==> src/rtl/load_store_unit_pkg.sv <==
// Shared load/store unit types: data and address words, and the burst write FSM encoding.
package load_store_unit_pkg;

  typedef logic [31:0] data_word_t;
  typedef logic [31:0] full_address_t;

  typedef enum logic [1:0] {
    IDLE,
    REQUEST,
    STREAM,
    WAIT_RESPONSE
  } burst_write_state_t;

  localparam int unsigned WORD_BYTES = 4;

  function automatic full_address_t word_align(full_address_t a);
    return a & ~full_address_t'(WORD_BYTES - 1);
  endfunction

endpackage

==> src/rtl/burst_write_controller_if.sv <==
// External memory write port: address phase (request), data phase (beats) and write response.
interface burst_write_controller_if #(
  parameter int unsigned MAX_BURST = 16
) ();
  import load_store_unit_pkg::*;

  localparam int unsigned LEN_W = $clog2(MAX_BURST);

  logic              request_o;
  logic              request_ready_i;
  full_address_t     address_o;
  logic [LEN_W-1:0]  burst_length_o;
  data_word_t        data_o;
  logic              data_valid_o;
  logic              data_ready_i;
  logic              last_o;
  logic              response_i;

  modport master (
    output request_o,
    input  request_ready_i,
    output address_o,
    output burst_length_o,
    output data_o,
    output data_valid_o,
    input  data_ready_i,
    output last_o,
    input  response_i
  );

  modport slave (
    input  request_o,
    output request_ready_i,
    input  address_o,
    input  burst_length_o,
    input  data_o,
    input  data_valid_o,
    output data_ready_i,
    input  last_o,
    output response_i
  );

endinterface

==> src/rtl/burst_write_controller.sv <==
// Drains validated words from the store burst buffer and writes them to external memory
// as request + data-beat bursts, advancing a word-aligned address pointer per burst.
module burst_write_controller
  import load_store_unit_pkg::*;
#(
  parameter int unsigned BUFFER_DEPTH = 1024,
  parameter int unsigned MAX_BURST    = 16
) (
  input  logic                            clk_i,
  input  logic                            rst_n_i,
  input  logic                            flush_i,
  input  logic [$clog2(BUFFER_DEPTH)-1:0] buffer_size_i,
  input  logic                            buffer_valid_i,
  input  data_word_t                      buffer_data_i,
  output logic                            buffer_pull_o,
  input  logic                            address_load_i,
  input  full_address_t                   address_i,
  output logic                            busy_o,
  burst_write_controller_if.master        mem_if
);

  localparam int unsigned LEN_W = $clog2(MAX_BURST);
  localparam int unsigned CNT_W = LEN_W + 1;

  burst_write_state_t state_q, state_d;
  full_address_t      ptr_q, ptr_d;
  logic [CNT_W-1:0]   len_q, len_d;
  logic [CNT_W-1:0]   pulled_q, pulled_d;
  logic [CNT_W-1:0]   accepted_q, accepted_d;
  logic               pending_q, pending_d;

  logic [CNT_W-1:0]   launch_len;
  logic               pull;
  logic               beat_accept;
  logic               last_beat;

  always_comb begin
    if (32'(buffer_size_i) >= MAX_BURST) begin
      launch_len = CNT_W'(MAX_BURST);
    end else begin
      launch_len = CNT_W'(buffer_size_i);
    end
  end

  always_comb begin
    state_d    = state_q;
    ptr_d      = ptr_q;
    len_d      = len_q;
    pulled_d   = pulled_q;
    accepted_d = accepted_q;
    pending_d  = pending_q;

    pull        = 1'b0;
    beat_accept = 1'b0;
    last_beat   = 1'b0;

    mem_if.request_o      = 1'b0;
    mem_if.address_o      = '0;
    mem_if.burst_length_o = '0;
    mem_if.data_o         = '0;
    mem_if.data_valid_o   = 1'b0;
    mem_if.last_o         = 1'b0;

    unique case (state_q)
      IDLE: begin
        // A pointer load takes the cycle; any launch waits for the next one.
        if (address_load_i) begin
          ptr_d = word_align(address_i);
        end else if (buffer_valid_i && (buffer_size_i != '0)) begin
          len_d      = launch_len;
          pulled_d   = '0;
          accepted_d = '0;
          pending_d  = 1'b0;
          state_d    = REQUEST;
        end
      end

      REQUEST: begin
        mem_if.request_o      = 1'b1;
        mem_if.address_o      = ptr_q;
        mem_if.burst_length_o = LEN_W'(len_q - 1'b1);
        if (mem_if.request_ready_i) begin
          state_d = STREAM;
        end
      end

      STREAM: begin
        // One word in flight: the pulled word sits on buffer_data_i until accepted.
        pull        = (pulled_q < len_q) && (!pending_q || mem_if.data_ready_i);
        beat_accept = pending_q && mem_if.data_ready_i;
        last_beat   = pending_q && (accepted_q == len_q - 1'b1);

        mem_if.data_valid_o = pending_q;
        mem_if.data_o       = pending_q ? buffer_data_i : '0;
        mem_if.last_o       = last_beat;

        if (pull) begin
          pulled_d = pulled_q + 1'b1;
        end
        if (beat_accept) begin
          accepted_d = accepted_q + 1'b1;
        end
        if (pull) begin
          pending_d = 1'b1;
        end else if (mem_if.data_ready_i) begin
          pending_d = 1'b0;
        end

        if (beat_accept && last_beat) begin
          ptr_d      = ptr_q + (32'(len_q) << 2);
          pulled_d   = '0;
          accepted_d = '0;
          state_d    = WAIT_RESPONSE;
        end
      end

      WAIT_RESPONSE: begin
        if (mem_if.response_i) begin
          state_d = IDLE;
        end
      end

      default: begin
        state_d = IDLE;
      end
    endcase

    if (flush_i) begin
      state_d    = IDLE;
      ptr_d      = ptr_q;
      pulled_d   = '0;
      accepted_d = '0;
      pending_d  = 1'b0;
      pull       = 1'b0;
    end
  end

  always_ff @(posedge clk_i) begin
    if (!rst_n_i) begin
      state_q    <= IDLE;
      ptr_q      <= '0;
      len_q      <= '0;
      pulled_q   <= '0;
      accepted_q <= '0;
      pending_q  <= 1'b0;
    end else begin
      state_q    <= state_d;
      ptr_q      <= ptr_d;
      len_q      <= len_d;
      pulled_q   <= pulled_d;
      accepted_q <= accepted_d;
      pending_q  <= pending_d;
    end
  end

  assign buffer_pull_o = pull;
  assign busy_o        = (state_q != IDLE);

endmodule
==> src/flat_wrapper.sv <==
// flat-port wrapper written by rule: the top's interface ports become plain ports
module burst_write_controller_flat import load_store_unit_pkg::*;
#(
  parameter int unsigned BUFFER_DEPTH = 1024,
  parameter int unsigned MAX_BURST    = 16
)
  (clk_i, rst_n_i, flush_i, buffer_size_i, buffer_valid_i, buffer_data_i, buffer_pull_o, address_load_i, address_i, busy_o, mem_if_request_o, mem_if_request_ready_i, mem_if_address_o, mem_if_burst_length_o, mem_if_data_o, mem_if_data_valid_o, mem_if_data_ready_i, mem_if_last_o, mem_if_response_i);
  burst_write_controller_if #(.MAX_BURST(MAX_BURST)) mem_if_i ();
  input  logic clk_i;
  input  logic rst_n_i;
  input  logic flush_i;
  input  logic [$clog2(BUFFER_DEPTH)-1:0] buffer_size_i;
  input  logic buffer_valid_i;
  input  data_word_t buffer_data_i;
  output logic buffer_pull_o;
  input  logic address_load_i;
  input  full_address_t address_i;
  output logic busy_o;
  output wire logic [$bits(mem_if_i.request_o)-1:0] mem_if_request_o;
  input wire logic [$bits(mem_if_i.request_ready_i)-1:0] mem_if_request_ready_i;
  output wire logic [$bits(mem_if_i.address_o)-1:0] mem_if_address_o;
  output wire logic [$bits(mem_if_i.burst_length_o)-1:0] mem_if_burst_length_o;
  output wire logic [$bits(mem_if_i.data_o)-1:0] mem_if_data_o;
  output wire logic [$bits(mem_if_i.data_valid_o)-1:0] mem_if_data_valid_o;
  input wire logic [$bits(mem_if_i.data_ready_i)-1:0] mem_if_data_ready_i;
  output wire logic [$bits(mem_if_i.last_o)-1:0] mem_if_last_o;
  input wire logic [$bits(mem_if_i.response_i)-1:0] mem_if_response_i;
  assign mem_if_request_o = mem_if_i.request_o;
  assign mem_if_i.request_ready_i = mem_if_request_ready_i;
  assign mem_if_address_o = mem_if_i.address_o;
  assign mem_if_burst_length_o = mem_if_i.burst_length_o;
  assign mem_if_data_o = mem_if_i.data_o;
  assign mem_if_data_valid_o = mem_if_i.data_valid_o;
  assign mem_if_i.data_ready_i = mem_if_data_ready_i;
  assign mem_if_last_o = mem_if_i.last_o;
  assign mem_if_i.response_i = mem_if_response_i;
  burst_write_controller #(.BUFFER_DEPTH(BUFFER_DEPTH), .MAX_BURST(MAX_BURST)) u_core (.clk_i(clk_i), .rst_n_i(rst_n_i), .flush_i(flush_i), .buffer_size_i(buffer_size_i), .buffer_valid_i(buffer_valid_i), .buffer_data_i(buffer_data_i), .buffer_pull_o(buffer_pull_o), .address_load_i(address_load_i), .address_i(address_i), .busy_o(busy_o), .mem_if(mem_if_i));
endmodule
==> config.mk <==
export PLATFORM = sky130hd
export DESIGN_NAME = burst_write_controller_flat
export DESIGN_NICKNAME = d
export VERILOG_FILES = /design/src/rtl/load_store_unit_pkg.sv /design/src/rtl/burst_write_controller_if.sv /design/src/rtl/burst_write_controller.sv /design/src/flat_wrapper.sv
export SDC_FILE = /design/constraint.sdc
export NUM_CORES = 1
export LEC_CHECK = 0
export BUFFER_PORTS_ARGS = -buffer_cell sky130_fd_sc_hd__buf_4
export CORE_MARGIN = 1
export CORE_UTILIZATION = 45
export CTS_BUF_LIST = sky130_fd_sc_hd__clkbuf_4 sky130_fd_sc_hd__clkbuf_8
export DETAILED_ROUTE_END_ITERATION = 10
export PLACE_DENSITY = 0.74
export SLEW_MARGIN = 0
export SYNTH_ARGS = -nofsm -noshare
export SYNTH_HDL_FRONTEND = slang
export SYNTH_SLANG_ARGS = --single-unit
==> constraint.sdc <==
create_clock -name clk_i -period 7 [get_ports clk_i]
set_clock_uncertainty 0.2 [all_clocks]
set_input_delay 0.35 -clock clk_i [delete_from_list [all_inputs] [get_ports clk_i]]
set_output_delay 0.35 -clock clk_i [all_outputs]
set_load 0.05 [all_outputs]
==> reports/metrics.csv, run 1 <==
stage;metric;value;unit
run_status;status;complete, no violations;
worst_setup_path;cp_max_fo;69;
final_layout;fill_cells;765;
worst_hold_path;min_to;u_core.len_q[2];
final_layout;finalInstanceArea;0.005196;mm^2
clock_network;cts_tree;yes;
synth;synth-edff-count;0;
clock_network;clock-root-buffer;clkbuf_8;
synth;ys_warn_count;0;
sta;finalHoldViolCount;0;
power_and_ir_drop;power_density;125.9;mW/mm^2
die;die_h;95.38;um
sta;fin_crit;3310;ps
worst_setup_path;reg2reg_from;u_core.state_q[0];
power_and_ir_drop;p_total;654.2;uW
grt;antenna_found_initial;0;
clock_network;clock-sinks;48;
worst_setup_path;reg2reg_depth;6;
grt;grt_start_max_net_pins;70;
worst_setup_path;path_cells;inv_1 > ha_2 > buf_4 > or3_1 > nand2_1 > a2111oi_0;
worst_hold_path;worstHoldStart;buffer_size_i[2];
die;die_w;95.38;um
synth;async_flop_share;0;%
worst_setup_path;critPathKind;reg -> reg;
clock_network;cts_setup_buffers;0;
clock_network;post_cts_resized;0;
flow_run;drv_cap;0;
synth;seq_area_frac_synth;24.49;%
clock_network;insertion_delay;310;ps
clock_network;hold_buffers;0;
synth;syn_area_per_cell;7.575;um^2
sta;hold_ws;114.9;ps
drt;vias;4664;
final_layout;seqCellArea;960.9;um^2
final_layout;syn_to_final_growth;32.43;%
power_and_ir_drop;p_leak;0.002369;uW
die;dieArea;0.009097;mm^2
sta;drv_slew;0;
drt;drtIter0Drc;438;
final_layout;fin_nets;745;
sta;relSlewSlack;34.32;%
grt;track_usage;28.60;%
final_layout;antenna_cells;0;
drt;firstDrtPassIters;6;
grt;grt_pass1_vias;4239;
power_and_ir_drop;ir_drop;83.24;uV
sta;fin_tns_setup;0;ps
clock_network;clock_path_buffers;2;
worst_hold_path;hp-class;in -> reg;
sta;fmax;0.3021;GHz
sta;setup_violations;0;
worst_setup_path;crit_path_max_incr_delay;850;ps
synth;synth_flop_cell;dfxtp_1;
synth;netlist.area_leader.share;24.49;%
grt;grt_pass1_wl;20530;um
worst_setup_path;crit_arrival;3300;ps
synth;synth_area_leaders;dfxtp_1 (24%), and3_1 (7.2%), and2_1 (5.9%);
placed_design;place_area;0.005070;mm^2
final_layout;drive_gt1_share;28.02;%
worst_hold_path;hold_depth;3;
sta;rsz0062_at_grt;no;
placed_design;gp_congestion;0.8843;
drt;drt_drc_violations_left;0;
worst_setup_path;rr_endpoint;u_core.ptr_q[10];
worst_setup_path;r2r_slack;3690;ps
sta;tightest_slew;985.2;ps
placed_design;place_hpwl;9271;um
die;core;0.008341;mm^2
sta;period_share;47.29;%
placed_design;portBuffers;150;
drt;drt-total-wl;13230;um
synth;synth-seq-cells;48;
synth;synth.largest_area_cell;dfxtp_1;
worst_setup_path;worst_setup_path_end_kind;register;
final_layout;multiInputGateArea;0.002754;mm^2
worst_setup_path;startpoint_type;register;
synth;synth_cell_type_count;72;
synth;synth_area;0.003924;mm^2
final_layout;final_common_cell;buf_4;
synth;synth_cells;518;
drt;via_per_inst;6.210;
clock_network;htreeDepth;2;
grt;grt_overflow_total;0;
drt;ant_nets;0;
final_layout;layout_common_cells;buf_4 (155), dfxtp_1 (48), and3_1 (45);
clock_network;cts_made_buffers;5;
die;ios;155;
die;rows;33;
drt;wl_per_cell;17.62;um
clock_network;clk_pin_slew_worst_paths;100;ps
worst_setup_path;cp_slowest_cell;or3_1;
die;initial_core_util;47.04;%
worst_setup_path;required;6990;ps
==> layer usage <==
layer  GRT usage (%)  routed length (um)  vias to the layer above
li1                -                   -                     2185
met1           36.08                5386                     2177
met2           47.92                6282                      271
met3           4.705                1253                       31
met4           12.31                 311                        0
met5               0                   0                        -
==> how the worst max path moves through the flow <==
stage | from | to | slack (ps)
after floorplan | u_core.len_q[2] | buffer_pull_o | 4020
after global placement | u_core.len_q[0] | u_core.ptr_q[30] | 3850
after detailed placement | u_core.state_q[0] | u_core.ptr_q[10] | 3770
after CTS | u_core.state_q[0] | u_core.ptr_q[10] | 3750
after global routing | u_core.len_q[0] | u_core.ptr_q[30] | 3450
final | u_core.state_q[0] | u_core.ptr_q[10] | 3690
==> flip-flops by register name (all words and copies together) (netlist names) <==
register	flops
u_core.pending_q	1
u_core.accepted_q	5
u_core.pulled_q	5
u_core.state_q	2
u_core.ptr_q	30
u_core.len_q	5
==> Yosys cell counts (all sizes together) (11+ instances only) <==
library cell / instances
a21oi: 38
nor3: 11
clkbuf: 26
o21ai: 24
ha: 17
inv: 15
nor2: 27
and2: 38
nand2: 42
nand3: 25
dfxtp: 48
and3: 46
==> worst max-delay path: cells and delay by family, from the launching register on <==
family	cells	cell delay, ps
flip-flops	1	350
AO/OA/AOI/OAI	1	480
AND/OR/NAND/NOR	2	1260
adder cells (fa/ha/maj)	1	210
buffers and inverters	2	650
==> cell families after synthesis <==
family                   after synthesis  synth area share (%)
multiplexers                           3                0.7653
XOR/XNOR                               9                 2.009
AO/OA/AOI/OAI                        149                 26.75
buffers and inverters                 52                 5.485
flip-flops                            48                 24.49
adder cells (fa/ha/maj)               18                 5.931
other                                  1               0.09557
AND/OR/NAND/NOR                      238                 34.47
==> where the power goes <==
part | total [uW] | switching [uW] | internal [uW]
Clock | 228 | 101 | 126
Sequential | 297 | 13.7 | 283
Combinational | 130 | 70.6 | 59.0
==> final cells by class <==
type | instances | share of cell area (%)
clock inverter | 1 | 0.5779
multi-input combinational | 419 | 53.00
timing repair buffer | 155 | 22.39
tap | 105 | 2.528
inverter | 16 | 1.156
sequential | 48 | 18.49
clock buffer | 7 | 1.854
==> stage by stage <==
stage | std cells | utilization, % | setup WS [ps]
floorplan | 519 | - | 4024
global placement | 743 | 60.79 | 3845
detailed placement | 743 | 60.79 | 3774
CTS | 751 | 62.30 | 3752
global route | 751 | 62.30 | 3452
finish | 751 | 62.30 | 3690
Note: power is estimated with default switching activity, not from simulation.
==> run 2, diff against run 1 <==
Settings changed: ABC_AREA from default to 1, PLACE_DENSITY 0.74 to 0.75.
Clock period 7 ns to 2.8 ns, I/O delays scaled along.
==> run 2 against run 1 <==
  * Largest cell class unchanged
  * First-iteration DRC count decreased by 53%
  * Fmax increased by 30%
  * Critical path depth increased by 7
  * Global-route usage decreased by 3.0 points
  * Hold slack got worse by 110 ps
  * Critical path type unchanged
  * Wire length decreased by 7.6%
  * Clock power increased by 82%
  * Total power increased by 140%
  * Non-clock buffer count increased by 29
==> reports/metrics.csv, run 2 <==
stage;metric;value;unit
run_status;status;complete, no violations;
sta;drv_slew;0;
power_and_ir_drop;swShare;30.99;%
die;ios;155;
sta;rsz0062_at_grt;no;
sta;relSlewSlack;63.91;%
worst_hold_path;hp-class;in -> reg;
sta;fin_crit;2553;ps
worst_setup_path;path_cells;inv_2 > ha_1 > nand2_1 > inv_1 > nor2_1 > nand2_1 > nor3_4 > nand3_4 > nand2_4 > nand2_2 > buf_4 > nand2_1 > a21oi_1;
die;die_w;99.62;um
worst_setup_path;path_buf_inv;3;
worst_setup_path;cp_max_fo;38;
die;die_h;99.62;um
final_layout;largest_reg_flops;30;
synth;synth-edff-count;0;
synth;synth_area;0.004288;mm^2
power_and_ir_drop;p_switching;482.9;uW
placed_design;place_hpwl;9233;um
drt;wl_per_cell;11.20;um
clock_network;clk_pin_slew_worst_paths;90;ps
grt;grt_start_max_net_pins;41;
synth;async_flop_share;0;%
worst_setup_path;required;2770;ps
grt;grtUsageMet2;46.47;%
die;rows;35;
sta;fin_tns_setup;0;ps
worst_setup_path;cpLargestDelayFamily;simple AND/OR/NAND/NOR gates;
clock_network;insertion_delay;300;ps
power_and_ir_drop;ir_drop;210.8;uV
worst_setup_path;cpMostUsedCell;nand2_1;
clock_network;cts_made_buffers;5;
worst_setup_path;cp_slowest_cell;dfxtp_1;
clock_network;clock_path_buffers;2;
final_layout;drive_gt1_share;19.52;%
die;dieArea;0.009923;mm^2
sta;setup_violations;0;
placed_design;gp_congestion;0.9219;
final_layout;antenna_cells;0;
grt;grt_overflow_total;0;
die;core;0.009240;mm^2
sta;period_share;91.18;%
drt;drtIter0Drc;204;
worst_setup_path;critPathKind;reg -> reg;
clock_network;clock-root-buffer;clkbuf_8;
power_and_ir_drop;pwr-share-comb;25.0;%
power_and_ir_drop;p_leak;0.003231;uW
grt;globalRouteMet1Util;31.72;%
flow_run;drv_cap;0;
worst_setup_path;crit_path_max_incr_delay;490;ps
grt;grt_use_met3;3.373;%
power_and_ir_drop;p_int;1075;uW
placed_design;portBuffers;150;
drt;drt-total-wl;12230;um
grt;antenna_found_initial;0;
grt;grt_pass1_wl;20720;um
clock_network;htreeDepth;2;
synth;ys_warn_count;0;
clock_network;cts_tree;yes;
placed_design;post-place-cells;1059;
drt;drt_drc_violations_left;0;
worst_setup_path;crit_arrival;2520;ps
synth;synth_commonest_cells;nand2_1 (304), nor2_1 (126), inv_1 (117), dfxtp_1 (48), nand3_1 (45);
clock_network;clock-sinks;48;
synth;syn_area_per_cell;5.387;um^2
final_layout;fin_nets;1063;
synth;synth_cell_type_count;37;
final_layout;top_register;u_core.ptr_q;
drt;ant_nets;0;
synth;netlist.area_leader.share;26.61;%
power_and_ir_drop;pwr-share-clk;26.6;%
grt;busiest_layer;met2;
worst_setup_path;worst_setup_path_end_kind;register;
sta;finalHoldViolCount;0;
drt;firstDrtPassIters;5;
synth;synth_cells;796;
die;initial_core_util;46.40;%
sta;fmax;0.3917;GHz
power_and_ir_drop;power_density;266.5;mW/mm^2
synth;seq_area_frac_synth;22.41;%
sta;hold_ws;9.795;ps
sta;tightest_slew;540.5;ps
drt;via_per_inst;4.692;
drt;vias;5124;
synth;synth-seq-cells;48;
synth;synth_flop_cell;dfxtp_1;
final_layout;syn_to_final_growth;36.36;%
power_and_ir_drop;seq_power_share;48.4;%
final_layout;final_common_cell;nand2_1;
synth;synth.largest_area_cell;nand2_1;
clock_network;cts_setup_buffers;0;
grt;grt_pass1_vias;4703;
synth;synth_area_leaders;nand2_1 (27%), dfxtp_1 (22%), nor2_1 (11%);
synth;synth_most_common_cell;nand2_1;
final_layout;layout_common_cells;nand2_1 (304), buf_4 (158), nor2_1 (126);
grt;track_usage;25.58;%
final_layout;stdcell_count;1092;
worst_setup_path;startpoint_type;register;
==> run 2: per-stage QoR <==
step	utilization, %	worst slack (ps)	cell area (um^2)	power [uW]
floorplan	-	158.8	4292	984.3
global placement	59.58	301.4	5505	1124
detailed placement	59.58	242.3	5505	1128
CTS	63.28	224.2	5847	1575
global route	63.28	11.93	5847	1654
finish	63.28	246.9	5847	1558
==> run 2: cell families after synthesis <==
kind of cell | count (synthesis) | synth area share (%)
compound gates | 65 | 8.316
xor+xnor | 9 | 1.838
fa+ha+maj | 18 | 5.427
buf+inv | 150 | 14.06
other cells | 1 | 0.08746
simple gates | 505 | 47.86
flops | 48 | 22.41
==> run 2: repair_timing <==
| action | CTS | global route |
|---|---|---|
| hold buffers | 26 | 0 |
| resized for setup | 0 | 0 |
| hold endpoints to repair | 28 | 0 |
==> run 2: path summary, 6_finish.rpt <==
kind                    from               end  slack [ps]  depth (start not counted)
max          u_core.len_q[0]   u_core.ptr_q[2]         250                         13
min            address_i[28]  u_core.ptr_q[28]          10                          5
max reg2reg  u_core.len_q[0]   u_core.ptr_q[2]         250                         13
min reg2reg  u_core.ptr_q[5]   u_core.ptr_q[5]         300                          2
==> run 2: power by group through the flow <==
stage	clock network (uW)	registers [uW]	logic (uW)
floorplan	0	755	229
global placement	0	768	356
detailed placement	0	768	360
CTS	432	753	390
global route	455	760	439
finish	415	753	390
==> run 2: final cells by class <==
type	instances	area, um^2
Tap cell	129	161.4
Multi-Input combinational cell	599	2728
Timing Repair Buffer	184	1446
Inverter	125	469.2
Clock buffer	6	76.32
Sequential cell	48	960.9
Fill cell	931	3393
Clock inverter	1	5.005
==> run 2: worst register-to-register path: stages (launching register included) <==
cell and delay (ps):
dfxtp_1 490, inv_2 100, ha_1 340, nand2_1 80, inv_1 30, nor2_1 70
nand2_1 90, nor3_4 240, nand3_4 140, nand2_4 130, nand2_2 50, buf_4 260
nand2_1 130, a21oi_1 70
==> run 2: routing by layer <==
metal / up-vias / share of wire [%]
met4: 0 / 1.6
met5: - / 0
met3: 16 / 5.2
li1: 2738 / -
met1: 2210 / 45
met2: 160 / 48
==> run 3, diff against run 2 <==
Settings changed: RECOVER_POWER from default to 25.
==> run 3 against run 2 <==
  * Die area did not move
  * Wire length rose by 0.25%
  * Global-route usage did not move
  * Combinational power fell by 1%
  * Non-clock buffer count did not move
  * Sequential share of layout area rose by 0.19 points
  * Highest routed layer unchanged
==> reports/metrics.csv, run 3 (synthesis gave the netlist of run 2 again) <==
stage;metric;value;unit
sta;finalHoldViolCount;0;
die;die_w;99.62;um
final_layout;final_common_cell;nand2_1;
worst_setup_path;crit_arrival;2250;ps
grt;track_usage;25.58;%
die;die_h;99.62;um
final_layout;fill_cells;949;
clock_network;cts_made_buffers;5;
die;ios;155;
final_layout;drive_gt1_share;19.00;%
drt;drtIter0Drc;201;
power_and_ir_drop;pwr-share-comb;24.8;%
power_and_ir_drop;swShare;31.07;%
worst_setup_path;reg2reg_from;u_core.len_q[0];
sta;relSlewSlack;45.16;%
sta;rsz0062_at_grt;no;
power_and_ir_drop;ir_drop;210.9;uV
worst_setup_path;reg2reg_depth;13;
clock_network;clk_pin_slew_worst_paths;90;ps
final_layout;syn_to_final_growth;34.78;%
drt;via_per_inst;4.687;
worst_setup_path;rr_endpoint;u_core.ptr_q[2];
drt;drt-total-wl;12260;um
power_and_ir_drop;power_density;268.7;mW/mm^2
power_and_ir_drop;p_switching;482.5;uW
die;initial_core_util;46.40;%
clock_network;clock-sinks;48;
worst_setup_path;cpMostUsedCell;inv_1;
sta;setup_violations;0;
sta;tightest_slew;822.6;ps
final_layout;largest_reg_flops;30;
final_layout;layout_common_cells;nand2_1 (304), buf_4 (135), nor2_1 (126);
placed_design;place_area;0.005505;mm^2
final_layout;finalInstanceArea;0.005779;mm^2
clock_network;cts_tree;yes;
worst_setup_path;required;2460;ps
power_and_ir_drop;p_int;1070;uW
drt;vias;5118;
run_status;status;complete, no violations;
power_and_ir_drop;p_leak;0.003202;uW
die;dieArea;0.009923;mm^2
die;core;0.009240;mm^2
worst_setup_path;startpoint;u_core.state_q[1];
sta;fmax;0.3860;GHz
drt;ant_nets;0;
worst_setup_path;worst_setup_path_end_kind;output port;
grt;grt_overflow_total;0;
drt;drt_drc_violations_left;0;
grt;grt_start_max_net_pins;41;
worst_setup_path;crit_path_max_incr_delay;620;ps
power_and_ir_drop;pwr-share-clk;26.7;%
placed_design;gp_congestion;0.9219;
grt;grt_pass1_wl;20720;um
worst_setup_path;startpoint_type;register;
sta;period_share;92.52;%
worst_setup_path;path_cells;inv_1 > ha_1 > clkbuf_1 > buf_4 > nand2_1 > inv_1 > buf_2;
clock_network;htreeDepth;2;
final_layout;fin_nets;1063;
grt;grt_pass1_vias;4703;
worst_setup_path;path_buf_inv;5;
clock_network;cts_setup_buffers;0;
final_layout;antenna_cells;0;
power_and_ir_drop;seq_power_share;48.5;%
final_layout;top_register;u_core.ptr_q;
worst_setup_path;crit_cells;7;
worst_setup_path;cpLargestDelayFamily;buffers and inverters;
worst_hold_path;hp-class;in -> reg;
clock_network;clock-root-buffer;clkbuf_8;
placed_design;portBuffers;150;
worst_setup_path;crit_end;mem_if_address_o[16];
drt;wl_per_cell;11.23;um
worst_setup_path;critPathKind;reg -> out;
final_layout;final_core_util;62.55;%
clock_network;clock_path_buffers;2;
flow_run;drv_cap;0;
worst_setup_path;cp_slowest_cell;clkbuf_1;
sta;fin_tns_setup;0;ps
sta;fin_crit;2591;ps
sta;drv_slew;0;
placed_design;place_hpwl;9233;um
clock_network;insertion_delay;300;ps
grt;antenna_found_initial;0;
worst_setup_path;cp_max_fo;17;
drt;firstDrtPassIters;5;
worst_setup_path;r2r_slack;240;ps
die;rows;35;
[run 3: changes by cell type in the layout (fill, tap and decap cells not counted)]
| cell | change |
|---|---|
| buf_4 | -23 |
| clkbuf_2 | +14 |
| buf_2 | +5 |
| clkbuf_1 | +4 |
| nand3_1 | +1 |
| nand3_2 | -1 |
[run 3: worst min-delay path by stage]
stage	depth (start not counted)	end	from	slack, ps
final	5	u_core.ptr_q[28]	address_i[28]	10
after global routing	5	u_core.ptr_q[28]	address_i[28]	20
after CTS	5	u_core.ptr_q[28]	address_i[28]	7
after detailed placement	3	u_core.len_q[1]	buffer_size_i[1]	200
after global placement	3	u_core.len_q[1]	buffer_size_i[1]	200
after floorplan	2	u_core.len_q[3]	buffer_size_i[3]	80
[run 3: power by group through the flow]
stage | logic (uW) | registers [uW] | clock network (uW)
final | 385 | 754 | 415
after CTS | 390 | 753 | 432
after detailed placement | 360 | 768 | 0
after global routing | 433 | 760 | 455
after global placement | 356 | 768 | 0
after floorplan | 229 | 755 | 0
[run 3: metal layers]
metal,wire [um],up-vias,GRT usage (%)
met2,5855,161,46.47
met4,194,0,6.561
li1,-,2740,-
met3,644,16,3.373
met5,0,-,0
met1,5568,2201,31.72
[run 3: worst reg2reg max path: cells and delay by family, from the launching register on]
kind            cells  cell delay (ps)
simple gates        8              930
flops               1              490
buf+inv             3              390
fa+ha+maj           1              340
compound gates      1               70
[run 3: layout make-up]
type	count	area [um^2]	area share, %
inverter	125	469.2	8.119
sequential	48	960.9	16.63
clock inverter	1	5.005	0.08660
timing repair buffer	184	1384	23.94
tap	129	161.4	2.793
multi-input combinational	599	2723	47.11
clock buffer	6	76.32	1.321
[run 3: timing repair]
action,4_1_cts,5_1_grt
gates resized for setup,0,0
hold buffers,26,0
endpoints found under the hold margin,28,0
[run 3: metrics by stage]
step,hold WS (ps),power (uW),cells,setup slack [ps]
global route,24.23,1648,1092,11.93
detailed placement,201.2,1128,1059,242.3
global placement,197.3,1124,1059,301.4
finish,9.795,1553,1092,209.3
floorplan,83.17,984.3,797,158.8
CTS,7.342,1575,1092,224.2
